===== config.mk =====
export PLATFORM = sky130hd
export DESIGN_NAME = alu_seq_exec
export DESIGN_NICKNAME = d
export VERILOG_FILES = /design/src/rtl/alu_pkg.sv /design/src/rtl/alu_shift_step.sv /design/src/rtl/alu_seq_exec.sv
export SDC_FILE = /design/constraint.sdc
export NUM_CORES = 1
export LEC_CHECK = 0
export CORE_ASPECT_RATIO = 0.7
export CORE_UTILIZATION = 30
export DETAILED_ROUTE_END_ITERATION = 8
export PLACE_DENSITY = 0.54
export SLEW_MARGIN = 5
export SYNTH_ARGS = -nofsm -noshare
export SYNTH_HDL_FRONTEND = slang
export SYNTH_SLANG_ARGS = --single-unit

===== constraint.sdc =====
create_clock -name Clock -period 1.96 [get_ports Clock]
set_input_delay 0.392 -clock Clock [delete_from_list [all_inputs] [get_ports Clock]]
set_output_delay 0.392 -clock Clock [all_outputs]
set_load 0.005 [all_outputs]

===== src/rtl/alu_pkg.sv =====
// Shared ALU constants: operand width, select codes, sequencer states and the
// single-cycle result helper used by the execution unit and the result mux.
package alu_pkg;

  localparam int WIDTH = 16;

  localparam logic [3:0] OP_ADD  = 4'b0000;
  localparam logic [3:0] OP_SLTI = 4'b0001;
  localparam logic [3:0] OP_SLL  = 4'b0110;
  localparam logic [3:0] OP_SRA  = 4'b0111;

  typedef enum logic [1:0] {
    IDLE  = 2'd0,
    SHIFT = 2'd1,
    DONE  = 2'd2
  } state_t;

  function automatic logic is_shift(input logic [3:0] s);
    return (s == OP_SLL) || (s == OP_SRA);
  endfunction

  // Shifts return A unchanged here, which is the correct result for a zero shift.
  function automatic logic [WIDTH-1:0] imm_result(input logic [WIDTH-1:0] a,
                                                  input logic [WIDTH-1:0] b,
                                                  input logic [3:0]       s);
    logic [WIDTH-1:0] r;
    case (s)
      OP_SLTI:        r = {{(WIDTH-1){1'b0}}, ($signed(a) < $signed(b))};
      OP_SLL, OP_SRA: r = a;
      OP_ADD:         r = a + b;
      default:        r = a + b;
    endcase
    return r;
  endfunction

endpackage


===== src/rtl/alu_shift_step.sv =====
// Combinational one-bit shifter: dir=0 shifts left with zero fill, dir=1 shifts
// right filling with the sign bit when arith=1, otherwise with zero.
module alu_shift_step
  import alu_pkg::*;
(
  input  logic [WIDTH-1:0] din,
  input  logic             dir,
  input  logic             arith,
  output logic [WIDTH-1:0] dout
);

  always_comb begin
    if (dir) begin
      dout = {(arith & din[WIDTH-1]), din[WIDTH-1:1]};
    end else begin
      dout = {din[WIDTH-2:0], 1'b0};
    end
  end

endmodule


===== src/rtl/alu_seq_exec.sv =====
// Multi-cycle ALU unit (add/slti/sll/sra): latency 1, or 1+k for shifts by k unless ALU_FAST_SHIFT_EN.
// Result is held in DONE until Dalja_ready; Hyrja_ready is low outside IDLE.
module alu_seq_exec
  import alu_pkg::*;
(
  input  logic             Clock,
  input  logic             Resetn,
  input  logic             Hyrja_valid,
  output logic             Hyrja_ready,
  input  logic [WIDTH-1:0] Hyrja_A,
  input  logic [WIDTH-1:0] Hyrja_B,
  input  logic [3:0]       S,
  output logic             Dalja_valid,
  input  logic             Dalja_ready,
  output logic [WIDTH-1:0] Dalja,
  output logic [3:0]       Dalja_S,
  output logic             Busy
);

  state_t           state, state_nxt;
  logic             accept;
  logic             long_shift;
  logic             shift_done;
  logic [WIDTH-1:0] dalja_q;
  logic [3:0]       dalja_s_q;

  assign accept = Hyrja_valid & Hyrja_ready;

`ifdef ALU_FAST_SHIFT_EN
  logic [WIDTH-1:0] fast_res;

  always_comb begin
    fast_res = imm_result(Hyrja_A, Hyrja_B, S);
    if (S == OP_SLL) begin
      fast_res = Hyrja_A << Hyrja_B[3:0];
    end else if (S == OP_SRA) begin
      fast_res = $signed(Hyrja_A) >>> Hyrja_B[3:0];
    end
  end

  assign long_shift = 1'b0;
  assign shift_done = 1'b0;

  always_ff @(posedge Clock) begin
    if (!Resetn) begin
      dalja_q   <= '0;
      dalja_s_q <= '0;
    end else if (accept) begin
      dalja_q   <= fast_res;
      dalja_s_q <= S;
    end
  end
`else
  logic [WIDTH-1:0] work, work_step;
  logic [3:0]       cnt;
  logic             is_sra;

  // Dalja_S already holds the latched select while shifting.
  assign is_sra     = (dalja_s_q == OP_SRA);
  assign long_shift = is_shift(S) && (Hyrja_B[3:0] != 4'd0);
  assign shift_done = (state == SHIFT) && (cnt == 4'd1);

  alu_shift_step u_step (
    .din   (work),
    .dir   (is_sra),
    .arith (is_sra),
    .dout  (work_step)
  );

  always_ff @(posedge Clock) begin
    if (!Resetn) begin
      dalja_q   <= '0;
      dalja_s_q <= '0;
      work      <= '0;
      cnt       <= '0;
    end else if (accept) begin
      dalja_s_q <= S;
      if (long_shift) begin
        work <= Hyrja_A;
        cnt  <= Hyrja_B[3:0];
      end else begin
        dalja_q <= imm_result(Hyrja_A, Hyrja_B, S);
      end
    end else if (state == SHIFT) begin
      work <= work_step;
      cnt  <= cnt - 4'd1;
      if (cnt == 4'd1) begin
        dalja_q <= work_step;
      end
    end
  end
`endif

  always_ff @(posedge Clock) begin
    if (!Resetn) begin
      state <= IDLE;
    end else begin
      state <= state_nxt;
    end
  end

  always_comb begin
    state_nxt = state;
    case (state)
      IDLE:    if (accept) state_nxt = long_shift ? SHIFT : DONE;
      SHIFT:   if (shift_done) state_nxt = DONE;
      DONE:    if (Dalja_ready) state_nxt = IDLE;
      default: state_nxt = IDLE;
    endcase
  end

  always_comb begin
    Hyrja_ready = (state == IDLE);
    Dalja_valid = (state == DONE);
    Busy        = (state != IDLE);
  end

  assign Dalja   = dalja_q;
  assign Dalja_S = dalja_s_q;

endmodule


==> results.json <==
{
  "status": "complete, no violations",
  "path_class": "primary input to register",
  "n_fill_cell": 1025,
  "rsz0062_at_grt": "true",
  "numCtsBuffers": 5,
  "cp-start-kind": "primary input",
  "placed_cells": 757,
  "die_area_mm2": 0.0122,
  "gp_congestion": 0.871,
  "clk_pin_slew_ps": 60,
  "drcViolationCount": 0,
  "clockBufferDepth": 2,
  "rows": 32,
  "place_ws_ps": -816,
  "synth-seq-cells": 42,
  "die_w_um": 132,
  "r2r_slack_ps": 50,
  "cpMaxStageDelayCell": "o41ai_4",
  "ioPinCount": 63,
  "arrival_ps": 2150,
  "synthCells": 466,
  "vias": 4111,
  "netlist-cell-type-count": 70,
  "worstReg2RegStart": "cnt[1]",
  "slowest_delay_ps": 330,
  "synth_edf_count": 0,
  "drive_gt1_share_pct": 40.5,
  "nNetsFinal": 720,
  "routed_via_density": 5.14,
  "syn_avg_cell_area_um2": 7.57,
  "tightest_slew_ps": 402,
  "startpoint": "Hyrja_B[1]",
  "grt_antenna_before_repair": 0,
  "ant_nets": 0,
  "syn_nets": 540,
  "crit_path_end_kind": "register",
  "fin_worst_skew_ps": 6.21,
  "slew_violations": 0,
  "die_h_um": 92.8,
  "synth_largest_area_cell": "dfxtp_1",
  "ir_worst_vdd_mv": 0.305,
  "wl_per_cell_um": 16.3,
  "finalCritPeriodShare_pct": 98.2,
  "grt_pass1_vias": 3992,
  "area_growth_pct": 69.1,
  "htreeDepth": 2,
  "drtIter0Drc": 239,
  "utilization_pct": 53.0,
  "start_util_pct": 31.4,
  "min_from": "S[0]",
  "min_period_ps": 1930,
  "clk_latency_ps": 290,
  "gr-total-overflow": 0,
  "cp_max_fo": 3,
  "path_cells": "buf_8, inv_6, ha_4, and2b_2, o2111ai_4, a311oi_4, o41ai_4, mux2_4, o21ai_2",
  "drv_cap": 0,
  "reg2reg_depth": 9,
  "detail_route.first_pass.iterations": 5,
  "ys.flop_type": "dfxtp_1",
  "core_mm2": 0.0113,
  "hold_viol": 0,
  "final.setup.tns_ps": 0,
  "drt_wl_total_mm": 13.0,
  "async_reset_ff_share_pct": 0,
  "cts.sinks": 42,
  "yosysWarnings": 0,
  "cts_tree": "yes",
  "track_usage_pct": 21.4,
  "grt_pass1_wl_mm": 20.7,
  "ys_seq_area_share_pct": 23.8,
  "final_cell_count_no_fill": 800,
  "synth.most_common_cell": "nand2_1",
  "yosys.area.top_type_share_pct": 23.8,
  "slew_headroom_pct": 73.2,
  "grt_max_degree": 50,
  "p_leak_nw": 2.48,
  "fmax_mhz": 519,
  "synthTopCellsByCount": "nand2_1, a21oi_1, dfxtp_1, ha_1, inv_1",
  "hold_end": "Dalja_S[0]",
  "holdPathStages": 3,
  "synth_area_leaders": "dfxtp_1, ha_1, a21oi_1, nand2_1, o21ai_0",
  "portBuffers": 62,
  "setup_violations": 0,
  "min_path_type": "primary input to register",
  "r2r-end": "Dalja[13]",
  "power_density_mw_per_mm2": 523,
  "layout_setup_ws_ps": 34.7,
  "required_ps": 2190,
  "hpwl_mm": 9.26,
  "n_antenna_cell": 0,
  "synth_area_mm2": 0.00353,
  "cts_root_buffer": "clkbuf_16"
}
==> per-stage QoR <==
step                      power, mW  instance area, um2  hold WS (ps)
after floorplan                1.45                3550           441
after global placement         1.97                5020           452
after detailed placement       1.98                5020           465
after CTS                      3.05                5840           474
after global routing           3.27                5970           450
final                          3.12                5970           433
==> how the worst max path moves through the flow <==
stage / to / slack (ps)
2_1_floorplan: Dalja[12] / -50
3_3_place_gp: Dalja[0] / -770
3_5_place_dp: Dalja[12] / -820
4_1_cts: Dalja[12] / -20
5_1_grt: Dalja[0] / -50
6_report: Dalja[13] / 30
==> cell usage in the layout (no fill, tap or decap), types with 11 or more instances in the layout <==
cell type          n
dfxtp_1           41
nand2_1           66
clkdlybuf4s50_1   26
o21ai_0           26
nor2_1            18
inv_1             15
ha_1              11
and2_1            15
clkbuf_2          15
a21oi_1           47
buf_6             14
buf_4            118
inv_2             13
ha_4              17
==> worst max-delay path, delay by kind of cell <==
kind	cells	cell delay (ps)
multiplexers	1	330
buffers and inverters	2	130
AO/OA/AOI/OAI	4	810
adder cells (fa/ha/maj)	1	250
AND/OR/NAND/NOR	1	240
==> registers in the layout, summed over array words and instances, names as in the netlist <==
signal / flops
Dalja_S: 4
work: 16
Dalja: 16
state: 2
cnt: 4
==> cells by family after synthesis <==
group                      after synthesis  synth area share [%]
AOI/OAI and AO/OA                      156                  29.0
DFF                                     42                  23.8
xor gates and xnor gates                 7                  1.74
adders and majority gates               34                  12.3
buffers and inverters                   55                  7.37
and+or+nand+nor                        168                  24.6
muxes                                    4                  1.21
==> routing by layer <==
metal  track usage (%)  up-vias  wire length [um]
li1                  -     2023                 -
met1              31.1     1982              6530
met2              33.2       98              5750
met3              3.28        8               659
met4              3.68        0               102
met5                 0        -                 0
==> power by group <==
part,switching [mW],internal [mW]
clock network,0.368,0.507
logic,0.609,0.696
registers,0.0378,0.907
total,1.01,2.11
==> cell type report <==
cell class / count / area [um2] / share of cell area, %
tap: 153 / 191 / 3.21
multi-input combinational: 370 / 2980 / 49.9
inverter: 29 / 114 / 1.91
clock buffer: 7 / 143 / 2.39
clock inverter: 1 / 5.00 / 0.0839
sequential: 42 / 842 / 14.1
timing repair buffer: 198 / 1700 / 28.4
==> repair_timing <==
item	CTS	global route
gates resized for setup	160	70
gates cloned	1	1
hold buffers	0	0
buffers inserted	27	6
pin swaps	44	33
setup endpoints to repair	36	23
Note: power is estimated with default switching activity, not from simulation.
